`config.mk`:
```
export PLATFORM = sky130hd
export DESIGN_NAME = game_tick_scheduler
export DESIGN_NICKNAME = d
export VERILOG_FILES = /design/src/rtl/game_pkg.sv /design/src/rtl/btn_edge_sync.sv /design/src/rtl/game_tick_scheduler.sv
export SDC_FILE = /design/constraint.sdc
export NUM_CORES = 1
export LEC_CHECK = 0
export BUFFER_PORTS_ARGS = -buffer_cell sky130_fd_sc_hd__buf_2
export CORE_ASPECT_RATIO = 2
export CORE_MARGIN = 2
export CORE_UTILIZATION = 56
export DETAILED_ROUTE_END_ITERATION = 8
export PLACE_DENSITY = 0.77
export SLEW_MARGIN = 10
export SYNTH_ARGS = -nofsm -noshare
export SYNTH_HDL_FRONTEND = slang
export SYNTH_HIERARCHICAL = 1
export SYNTH_SLANG_ARGS = --single-unit
```
`constraint.sdc`:
```
create_clock -name cin -period 3.6 [get_ports cin]
set_clock_uncertainty 0.1 [all_clocks]
set_input_delay 0.18 -clock cin [delete_from_list [all_inputs] [get_ports cin]]
set_output_delay 0.18 -clock cin [all_outputs]
set_load 0.01 [all_outputs]
```
`src/rtl/game_pkg.sv`:
```
// Shared constants, speed table and FSM state type for the Conway tick scheduler.
package game_pkg;

    localparam int unsigned PERIOD_DEFAULT = 50_000_000;
    localparam int unsigned ACC_W_DEFAULT  = 32;
    localparam int unsigned SPEED_W        = 4;
    localparam int unsigned FPS_W          = 8;
    localparam int unsigned NUM_SPEEDS     = 10;
    localparam int unsigned SPEED_LAST     = 9;

    // Entry 0 sits in the least significant byte.
    localparam logic [NUM_SPEEDS*FPS_W-1:0] SPEED_TABLE = {
        8'd255, 8'd199, 8'd127, 8'd63, 8'd31,
        8'd15,  8'd9,   8'd5,   8'd3,  8'd1
    };

    typedef enum logic [1:0] {
        PAUSED   = 2'd0,
        RUN_WAIT = 2'd1,
        BUSY     = 2'd2
    } state_e;

    function automatic logic [FPS_W-1:0] speed_inc(input logic [SPEED_W-1:0] idx);
        logic [6:0] base;
        base = {idx, 3'b000};
        if (idx > SPEED_W'(SPEED_LAST)) begin
            return FPS_W'(1);
        end
        return SPEED_TABLE[base +: FPS_W];
    endfunction

endpackage

```
`src/rtl/btn_edge_sync.sv`:
```
// Two-flop synchronizer followed by a rising-edge detector for a raw button.
module btn_edge_sync (
    input  logic cin,
    input  logic rst_n,
    input  logic btn_i,
    output logic rise_c_o
);

    logic sync1_q;
    logic sync2_q;
    logic prev_q;

    always_ff @(posedge cin or negedge rst_n) begin
        if (!rst_n) begin
            sync1_q <= 1'b0;
            sync2_q <= 1'b0;
            prev_q  <= 1'b0;
        end else begin
            sync1_q <= btn_i;
            sync2_q <= sync1_q;
            prev_q  <= sync2_q;
        end
    end

    assign rise_c_o = sync2_q & ~prev_q;

endmodule

```
`src/rtl/game_tick_scheduler.sv`:
```
// Generation-rate scheduler: phase accumulator, run/pause/step FSM and start/done handshake.
// Optional build macro OVERRUN_CNT_EN adds a saturating overrun counter output.
module game_tick_scheduler
    import game_pkg::*;
#(
    parameter int unsigned PERIOD = PERIOD_DEFAULT,
    parameter int unsigned ACC_W  = ACC_W_DEFAULT
) (
    input  logic               cin,
    input  logic               rst_n,
    input  logic               btn_speed,
    input  logic               btn_run,
    input  logic               btn_step,
    input  logic               gen_done,
    output logic               gen_start,
    output logic               running,
    output logic               busy,
    output logic [SPEED_W-1:0] speed_idx,
    output logic [FPS_W-1:0]   fps_out,
    output logic               overrun
`ifdef OVERRUN_CNT_EN
    ,
    output logic [7:0]         overrun_cnt
`endif
);

    localparam int unsigned SUM_W = ACC_W + 1;

    logic speed_rise_c;
    logic run_rise_c;
    logic step_rise_c;

    btn_edge_sync u_sync_speed (.cin(cin), .rst_n(rst_n), .btn_i(btn_speed), .rise_c_o(speed_rise_c));
    btn_edge_sync u_sync_run   (.cin(cin), .rst_n(rst_n), .btn_i(btn_run),   .rise_c_o(run_rise_c));
    btn_edge_sync u_sync_step  (.cin(cin), .rst_n(rst_n), .btn_i(btn_step),  .rise_c_o(step_rise_c));

    state_e             state_q, state_d;
    logic               run_req_q, run_req_d;
    logic               busy_q, busy_d;
    logic               gen_start_q, gen_start_d;
    logic               overrun_q, overrun_d;
    logic [SPEED_W-1:0] speed_q, speed_d;
    logic [FPS_W-1:0]   fps_q, fps_d;
    logic [ACC_W-1:0]   acc_q, acc_d;
    logic [SUM_W-1:0]   sum_c;
    logic               tick_c;

    // Phase accumulator: advances only while running, wraps modulo PERIOD.
    always_comb begin
        sum_c  = SUM_W'(acc_q) + SUM_W'(fps_q);
        tick_c = run_req_q && (sum_c >= SUM_W'(PERIOD));
        acc_d  = acc_q;
        if (run_req_q) begin
            acc_d = tick_c ? ACC_W'(sum_c - SUM_W'(PERIOD)) : ACC_W'(sum_c);
        end
    end

    // Speed index with wrap; fps tracks the new index in the same cycle.
    always_comb begin
        speed_d = speed_q;
        if (speed_rise_c) begin
            speed_d = (speed_q == SPEED_W'(SPEED_LAST)) ? '0 : speed_q + SPEED_W'(1);
        end
        fps_d = speed_inc(speed_d);
    end

    always_comb begin
        state_d     = state_q;
        run_req_d   = run_req_q;
        gen_start_d = 1'b0;
        overrun_d   = 1'b0;
        case (state_q)
            PAUSED: begin
                if (run_rise_c) begin
                    state_d   = RUN_WAIT;
                    run_req_d = 1'b1;
                end else if (step_rise_c) begin
                    state_d     = BUSY;
                    gen_start_d = 1'b1;
                end
            end
            RUN_WAIT: begin
                // A pause request beats a coincident tick.
                if (run_rise_c) begin
                    state_d   = PAUSED;
                    run_req_d = 1'b0;
                end else if (tick_c) begin
                    state_d     = BUSY;
                    gen_start_d = 1'b1;
                end
            end
            BUSY: begin
                overrun_d = tick_c;
                if (run_rise_c) begin
                    run_req_d = ~run_req_q;
                end
                if (gen_done) begin
                    state_d = run_req_d ? RUN_WAIT : PAUSED;
                end
            end
            default: begin
                state_d   = PAUSED;
                run_req_d = 1'b0;
            end
        endcase
        busy_d = (state_d == BUSY);
    end

    always_ff @(posedge cin or negedge rst_n) begin
        if (!rst_n) begin
            state_q     <= PAUSED;
            run_req_q   <= 1'b0;
            busy_q      <= 1'b0;
            gen_start_q <= 1'b0;
            overrun_q   <= 1'b0;
            speed_q     <= '0;
            fps_q       <= FPS_W'(1);
            acc_q       <= '0;
        end else begin
            state_q     <= state_d;
            run_req_q   <= run_req_d;
            busy_q      <= busy_d;
            gen_start_q <= gen_start_d;
            overrun_q   <= overrun_d;
            speed_q     <= speed_d;
            fps_q       <= fps_d;
            acc_q       <= acc_d;
        end
    end

`ifdef OVERRUN_CNT_EN
    logic [7:0] ovr_cnt_q, ovr_cnt_d;

    // Saturating count of dropped ticks; a speed change starts a fresh count.
    always_comb begin
        ovr_cnt_d = ovr_cnt_q;
        if (speed_rise_c) begin
            ovr_cnt_d = '0;
        end else if (overrun_d && (ovr_cnt_q != 8'hFF)) begin
            ovr_cnt_d = ovr_cnt_q + 8'd1;
        end
    end

    always_ff @(posedge cin or negedge rst_n) begin
        if (!rst_n) begin
            ovr_cnt_q <= '0;
        end else begin
            ovr_cnt_q <= ovr_cnt_d;
        end
    end

    assign overrun_cnt = ovr_cnt_q;
`endif

    assign gen_start = gen_start_q;
    assign running   = run_req_q;
    assign busy      = busy_q;
    assign speed_idx = speed_q;
    assign fps_out   = fps_q;
    assign overrun   = overrun_q;

endmodule

```
# Word level (Yosys, flattened, before mapping)

Index checks and enable logic that the tools add are counted.

Add/subtract/negate cells: 3
Magnitude comparators: 2
Equality and inequality tests: 6
Shifts and indexed selects: 1
Multiplexer cells: 24
Bitwise gates (word level): 7
Reductions and logical operators: 3

Operators with widths:

| cell                                                                                  | number |
|---|---|
| 80-bit by 8-bit indexed part select with 8-bit output, first input constant           | 1 |
| 32-bit by 8-bit adder with 33-bit output                                              | 1 |
| 33-bit by 26-bit greater-or-equal comparator with 1-bit output, second input constant | 1 |
| 32-bit 2-to-1 mux                                                                     | 1 |
| 32-bit by 26-bit subtractor with 32-bit output, second input constant                 | 1 |
| 8-bit 2-to-1 mux                                                                      | 2 |
| 1-bit 2-to-1 mux                                                                      | 11 |
| 2-bit 2-to-1 mux                                                                      | 5 |
| 4-bit 2-to-1 mux                                                                      | 2 |
| 2-bit one-hot mux with 3 select lines                                                 | 1 |
| 4-bit by 1-bit adder with 4-bit output, second input constant                         | 1 |
| 2-bit equality test, second input constant                                            | 2 |
| 4-bit equality test, second input constant                                            | 1 |
| 4-bit > comparator, second input constant                                             | 1 |
| 2-bit != test, second input constant                                                  | 2 |
| 1-bit inverter                                                                        | 4 |
| 1-bit AND                                                                             | 3 |
| 1-bit one-hot mux with 3 select lines                                                 | 1 |
| 2-bit by 1-bit equality test with 1-bit output, second input constant                 | 1 |
| 2-bit zero test                                                                       | 1 |
| 1-bit one-hot mux with 2 select lines                                                 | 1 |
| 2-bit AND reduction                                                                   | 1 |
| 1-bit logical AND                                                                     | 1 |

Bits in registers: 59
Word-level logic and storage cells: 63

# Longest topological paths before layout

Gate-level depths: netlist of run 1.

Depth in word-level cells: 8
Gate-level depth with buffers: 16

# Cells and area by module

The synthesis of run 1 kept the hierarchy.

Modules (own cells, without submodules):

| module              | instances | cells each | area each (um^2) |
|---|---|---|---|
| game_tick_scheduler | 1         | 435        | 3831.2 |
| btn_edge_sync       | 3         | 4          | 88.8 |

# Worst setup path after synthesis of run 1

No wires, ideal clock.

Path type: reg2reg
Start point: register fps_q[0], in the netlist fps_out[0]
End point: register acc_q[18]
Arrival time: 3702 ps
Required time: 3375 ps
Setup slack: -327 ps
Cell stages (with the launch flop): 17
Path buffers: 2
Period minus slack after synthesis: 3927 ps
Cells stage by stage: dfstp_2 > ha_1 > fa_1 > a211oi_2 > o211a_1 > nor2_2 > or2_0 > buf_2 > ha_1 > o21ai_0 > o21bai_1 > a2111oi_4 > or2_2 > buf_6 > nand2_1 > xnor2_1 > mux2_2

Cells in the longest elaborated chain, start to end: 4
Elaborated cells between the ends (all ways): 5

Ends and longest elaborated chain:

| item                                                           | line                       | RTL |
|---|---|---|
| from (decl)                                                    | game_tick_scheduler.sv:43  | `logic [FPS_W-1:0] fps_q, fps_d;` |
| from (signal assigned)                                         | game_tick_scheduler.sv:126 | `fps_q <= fps_d;` |
| 32-bit by 8-bit adder with 33-bit output (*)                   | game_tick_scheduler.sv:50  | `sum_c = SUM_W'(acc_q) + SUM_W'(fps_q);` |
| 33-bit by 26-bit greater-or-equal comparator with 1-bit output | game_tick_scheduler.sv:51  | `tick_c = run_req_q && (sum_c >= SUM_W'(PERIOD));` |
| 1-bit logical AND                                              | game_tick_scheduler.sv:51  |  |
| 32-bit 2-to-1 mux (*)                                          | game_tick_scheduler.sv:54  | `acc_d = tick_c ? ACC_W'(sum_c - SUM_W'(PERIOD)) : ACC_W'(sum_c);` |
| to (signal assigned)                                           | game_tick_scheduler.sv:118 | `acc_q <= '0;` |
| to (signal assigned)                                           | game_tick_scheduler.sv:127 | `acc_q <= acc_d;` |
| to (decl)                                                      | game_tick_scheduler.sv:44  | `logic [ACC_W-1:0] acc_q, acc_d;` |

Every way passes the cells marked *; elsewhere a longest branch is shown, timed or not.
A chain may end at the register's enable or synchronous reset.

# Final worst setup path of run 1

Start point: register fps_q[0], in the netlist fps_out[0]
End point: register acc_q[25]

Same word-level chain as after synthesis.

==> results.cfg, run 1 <==
[finish]
final_layout_size_suffix_gt1_share_pct = 40.0
fin_cells = 645
final_cell_area_um2 = 5570
antenna_cells = 0
multi_input_area_um2 = 2830
finish.utilization_pct = 77.9
area_growth_syn_to_layout_pct = 36.0
nNetsFinal = 564
regArea_um2 = 1480
fill_cells = 408

[global_route]
use_met2_pct = 49.4
use_met3_pct = 4.50
grt_pass1_wl_mm = 19.7
grt_pass1_vias = 3982
grt_util_met1_pct = 40.5
antenna_found_initial = 0
grt_max_degree = 42
globalRouteOverflowTotal = 0
grt_usage_pct = 31.3
grt.busiest_layer = met2

[die]
fp.dieArea_um2 = 8060
die_y_um = 125
core_um2 = 7160
initial_core_util_pct = 57.3
fp.dieW_um = 64.5
row_count = 44
io_pins = 22

[sta]
rsz0062_at_grt = yes
finalHoldViolCount = 0
relSlewSlack_pct = 40.8
max_freq_mhz = 250
slew_violations = 0
setup_viol = 29
period_share_pct = 111
worst_pin_slew_ns = 0.888
layout_min_cycle_time_ns = 4.00
hold_ws_ns = 0.0844
setup_slack_ns = -0.402

[setup_path]
r2r-start = fps_out[0]
crit_top_cell = buf_4
slowest_delay_ns = 0.56
cp.required_ns = 3.73
startpoint = fps_out[0]
crit_slowest_cell = dfstp_2
crit_path_end_kind = flip-flop
critPathKind = flip-flop to flip-flop
crit_fanout = 8
startpoint_type = flip-flop
path_cells = ha_4 > fa_2 > a211oi_4 > buf_4 > o211ai_1 > nand2_2 > buf_4 > nor2_2 > a32o_1 > nand2_2 > a2111oi_4 > buf_4 > nor2_4 > buf_6 > a21oi_2 > xnor2_1 > mux2_2
cp.arrival_ns = 4.13

[cts]
clockBufferDepth = 2
htree_levels = 3
cts_tree = built
cts.clk_slew.worst_paths_ns = 0.05
cts.sinks = 59
cts_buffers = 9
insertion_delay_ns = 0.35
clockRootBuffer = clkbuf_16

[place]
routabilityCongestion = 0.927
dpl.hpwl_mm = 7.52
placed_area_um2 = 4800
numPlacedInstances = 611
place_ws_ns = -0.297
port_buffers = 21

[power]
clockPowerShare_pct = 13.3
combPwrFrac_pct = 63.8
seqPwrFrac_pct = 22.9
powerDensity_nw_per_um2 = 1080
p_switching_w = 0.00283
switching_share_pct = 46.8
p_leak_nw = 2.36
p_int_w = 0.00321
peakVddDrop_mv = 0.784

[yosys]
ys_seq_elements = 59
synthFlopType = dfrtp_1
synth_cell_types = 77
yosys_warnings = 6
syn_avg_cell_area_um2 = 9.17
async_flop_share_pct = 100
synth_edf_count = 0
syn_inst = 447
syn-num-nets = 463
netlist_area_um2 = 4100
yosysSeqAreaShare_pct = 36.1

[hold_path]
holdCritPathClass = input pin to flip-flop
min_from = gen_done

[drt]
vias_per_cell = 6.48
wl_per_cell_um = 21.0
routed_wl_mm = 13.5
drt-pass1-iter-count = 6
ant_nets = 0
first_iter_violations = 497
vias = 4181
drc_errors = 0

[job]
drv_cap = 0

[run_status]
violations = setup timing
status = finished with violations
final cells by class:
cell class / instances / share of cell area, %
clock buffer: 9 / 4.04
clock inverter: 7 / 0.943
inverter: 12 / 0.808
multi-input combinational: 352 / 50.7
sequential: 59 / 26.5
tap: 92 / 2.07
timing repair buffer: 114 / 14.9
logic make-up after synthesis:
group,share of synthesized area [%]
other cells,0.0915
xor+xnor,10.0
compound gates,20.4
mux,4.31
buf+inv,4.37
fa+ha+maj,3.24
simple gates,21.5
flops,36.1
power by group through the flow:
| stage | sequential [W] | clock, W | combinational, W |
|---|---|---|---|
| floorplan | 0.00119 | 0 | 0.00214 |
| global placement | 0.00132 | 0 | 0.00307 |
| CTS | 0.00134 | 0.000800 | 0.00338 |
| global route | 0.00142 | 0.000832 | 0.00408 |
| detailed placement | 0.00134 | 0 | 0.00314 |
| finish | 0.00139 | 0.000805 | 0.00386 |
synth_stat cells, types with 3 or more instances:
master	count	area share (%)
a211oi_1	3	0.55
a211oi_2	3	0.92
a21o_1	5	0.92
a21oi_1	19	2.3
a31oi_1	6	0.92
and2_1	4	0.61
and3_1	7	1.1
and4_1	5	1.1
buf_2	7	0.85
buf_6	3	0.82
clkbuf_1	12	1.1
dfrtp_1	58	35
ha_1	9	2.7
inv_1	12	1.1
mux2_2	13	3.6
mux2i_1	3	0.73
nand2_1	31	2.8
nand2b_1	3	0.46
nand3_1	17	2.1
nand4_1	8	1.2
nor2_1	37	3.4
nor2b_1	4	0.61
nor2b_4	3	1.0
nor3_1	16	2.0
nor3_2	3	0.73
nor3b_1	4	0.73
nor4_1	3	0.46
o211a_1	3	0.73
o211ai_1	5	0.92
o21a_1	5	0.92
o21ai_0	25	3.1
o21ai_1	5	0.61
o22ai_1	5	0.76
o31ai_1	7	1.3
xnor2_1	33	7.1
xor2_1	12	2.6
sequential cells by signal (all words and copies together) (netlist names), 2 cells and up:
signal,count
fps_out,8
state_q,2
acc_q,32
speed_idx,4
per-stage QoR:
| step | power (W) | TNS, ns |
|---|---|---|
| 2_1_floorplan | 0.00332 | -0.188 |
| 3_3_place_gp | 0.00439 | -4.02 |
| 3_5_place_dp | 0.00447 | -5.59 |
| 4_1_cts | 0.00552 | -5.97 |
| 5_1_grt | 0.00634 | -13.84 |
| 6_report | 0.00605 | -9.62 |
layout by cell type (no fill, tap or decap), types with 5 or more instances in the layout:
cell / n
a21o_1: 5
a21oi_1: 15
a21oi_2: 5
a31oi_1: 6
and3_1: 6
and4_1: 5
buf_2: 21
buf_4: 84
buf_6: 5
clkbuf_16: 9
dfrtp_1: 58
ha_1: 6
inv_1: 12
mux2_2: 11
nand2_1: 28
nand3_1: 16
nand4_1: 8
nor2_1: 33
nor3_1: 8
nor3_2: 6
nor3_4: 5
o211ai_1: 5
o21a_1: 5
o21ai_0: 16
o21ai_1: 6
o21ai_2: 9
xnor2_1: 32
xor2_1: 12
timing repair:
item	CTS	global route
endpoints found under the hold margin	42	0
gates resized for setup	42	36
pin swaps	28	32
hold buffers	4	0
setup endpoints to repair	30	30
setup buffers	7	6
gates cloned	1	0
metal layers:
metal / up-vias / routed length (um) / part of all wire [%]
met5: - / 0 / 0
met4: 0 / 775 / 5.7
met3: 79 / 1020 / 7.5
met2: 260 / 6680 / 49
met1: 1995 / 5040 / 37
li1: 1847 / - / -
path summary, 6_finish.rpt:
path,endpoint,slack [ns],cells after the start
min in group asynchronous,fps_out[6],0.39,2
hold / removal,busy,0.08,3
max in group asynchronous,acc_q[24],2.22,3
hold reg to reg,u_sync_step/sync2_q,0.25,0
setup reg to reg,acc_q[25],-0.40,17
setup / recovery,acc_q[25],-0.40,17
critical path: cells and delay by family (launching register included):
family                   cells  cell delay [ns]
AO/OA/AOI/OAI                5             1.25
buffers and inverters        4             0.70
flip-flops                   1             0.56
AND/OR/NAND/NOR              4             0.55
adder cells (fa/ha/maj)      2             0.36
multiplexers                 1             0.26
XOR/XNOR                     1             0.08
Note: power is estimated with default switching activity, not from simulation.
==> run 2, diff against run 1 <==
--- a/config.mk
+++ b/config.mk
@@ -5,7 +5,7 @@
 export SDC_FILE = /design/constraint.sdc
 export NUM_CORES = 1
 export LEC_CHECK = 0
-export BUFFER_PORTS_ARGS = -buffer_cell sky130_fd_sc_hd__buf_2
+export BUFFER_PORTS_ARGS = -buffer_cell sky130_fd_sc_hd__buf_4
 export CORE_ASPECT_RATIO = 2
 export CORE_MARGIN = 2
 export CORE_UTILIZATION = 56
==> results.cfg, run 2 (synthesis results as in run 1) <==
[drt]
wl_met1_mm = 5.12
wl_per_cell_um = 21.2
drc_errors = 0
top_layer_used = met4
first_iter_violations = 497
dr_wl_met3_um = 953
vias_per_cell = 6.53
drt-pass1-iter-count = 7
ant_nets = 0
routed_wl_mm = 14.0
vias = 4318
wl_met2_mm = 7.12

[power]
powerDensity_nw_per_um2 = 1090
p_leak_nw = 2.43
totalPowerFinal_w = 0.00624
peakVddDrop_mv = 0.635

[finish]
largest_reg_flops = 32
mostFrequentLayoutCell = buf_4
final_cell_mix = buf_4, dfrtp_1, xnor2_1
top_register = acc_q
fin_cells = 661
antenna_cells = 0
nNetsFinal = 580
fill_cells = 398
final_layout_size_suffix_gt1_share_pct = 39.9
final_cell_area_um2 = 5700
area_growth_syn_to_layout_pct = 39.1

[setup_path]
critPathKind = flip-flop to flip-flop
startpoint = acc_q[0]
cp.required_ns = 3.75
r2r_cells = 14
crit_end = acc_q[13]
cp.arrival_ns = 4.18
crit_fanout = 6
startpoint_type = flip-flop
crit_path_end_kind = flip-flop
reg2reg_slack_ns = -0.43
rr_endpoint = acc_q[13]
r2r-start = acc_q[0]

[sta]
rsz0062_at_grt = yes
setup_tns_ns = -9.10
setup_slack_ns = -0.427
worst_pin_slew_ns = 0.787
finalHoldViolCount = 0
period_share_pct = 112
layout_min_cycle_time_ns = 4.03
max_freq_mhz = 248
slew_violations = 0
relSlewSlack_pct = 47.5
setup_viol = 29

[cts]
clockRootBuffer = clkbuf_16
htree_levels = 3
cts.clk_slew.worst_paths_ns = 0.06
insertion_delay_ns = 0.35
cts_tree = built
cts_buffers = 9
clockBufferDepth = 2
cts.sinks = 59

[global_route]
grt_pass1_wl_mm = 19.8
grt_usage_pct = 31.7
grt_pass1_vias = 4137
grt_max_degree = 60
antenna_found_initial = 0
globalRouteOverflowTotal = 0

[place]
routabilityCongestion = 0.970
dpl.hpwl_mm = 7.68
port_buffers = 21
placed_area_um2 = 4910
numPlacedInstances = 619

[die]
fp.dieW_um = 64.5
die_y_um = 125
fp.dieArea_um2 = 8060
initial_core_util_pct = 57.3
row_count = 44
core_um2 = 7160
io_pins = 22

[job]
drv_cap = 0

[run_status]
violations = setup timing
status = finished with violations

[hold_path]
holdCritPathClass = input pin to flip-flop
run 2: how the worst min path moves through the flow:
stage	cells after the start	startpoint	end	slack, ns
after floorplan	0	rst_n	acc_q[0]	-0.22
after global placement	1	rst_n	acc_q[5]	0.19
after detailed placement	1	btn_speed	u_sync_speed/sync1_q	0.19
after CTS	3	gen_done	state_q[1]	0.08
after global routing	3	gen_done	state_q[1]	0.1
final	3	gen_done	state_q[1]	0.08
run 2: through the flow:
stage | util [%] | hold slack [ns] | setup WS (ns)
CTS | 76.3 | 0.0755 | -0.327
global placement | 68.7 | 0.186 | -0.218
global route | 79.7 | 0.0971 | -0.527
detailed placement | 68.7 | 0.191 | -0.312
floorplan | - | -0.216 | -0.0852
finish | 79.7 | 0.0781 | -0.427
run 2: cell type report:
class | count | area [um^2] | share of cell area [%]
clock inverter | 7 | 58.8 | 1.03
sequential | 59 | 1480 | 25.9
clock buffer | 9 | 225 | 3.95
multi-input combinational | 353 | 2760 | 48.4
tap | 92 | 115 | 2.02
inverter | 12 | 45.0 | 0.790
timing repair buffer | 129 | 1020 | 17.9
run 2: power by group:
part / switching, W / total [W] / internal (W)
clock network: 0.000363 / 0.000838 / 0.000475
logic: 0.00206 / 0.00403 / 0.00196
registers: 0.000425 / 0.00138 / 0.000951
run 2: worst max-delay path, stage by stage, from the launching register on:
cell and delay [ns]:
dfrtp_1 0.41, ha_4 0.18, fa_2 0.37, buf_6 0.14
xor2_2 0.14, or3_4 0.33, or4_4 0.55, nor4b_4 0.33
o21bai_2 0.14, a2111oi_4 0.31, buf_6 0.18, or2_4 0.20
a41o_1 0.19, nand4_1 0.14, xnor2_1 0.24
run 2: timing repair:
item	in CTS	in global routing
pin swaps	14	34
resized for setup	28	42
endpoints found under the setup margin	30	30
hold buffers	4	0
hold endpoints to repair	61	0
buffers inserted	13	8
gates cloned	1	1
run 2: routing by layer:
layer | vias to the layer above | global-route usage [%]
li1 | 1873 | -
met1 | 2103 | 37.4
met2 | 254 | 53.3
met3 | 88 | 4.32
met4 | 0 | 19.4
met5 | - | 0
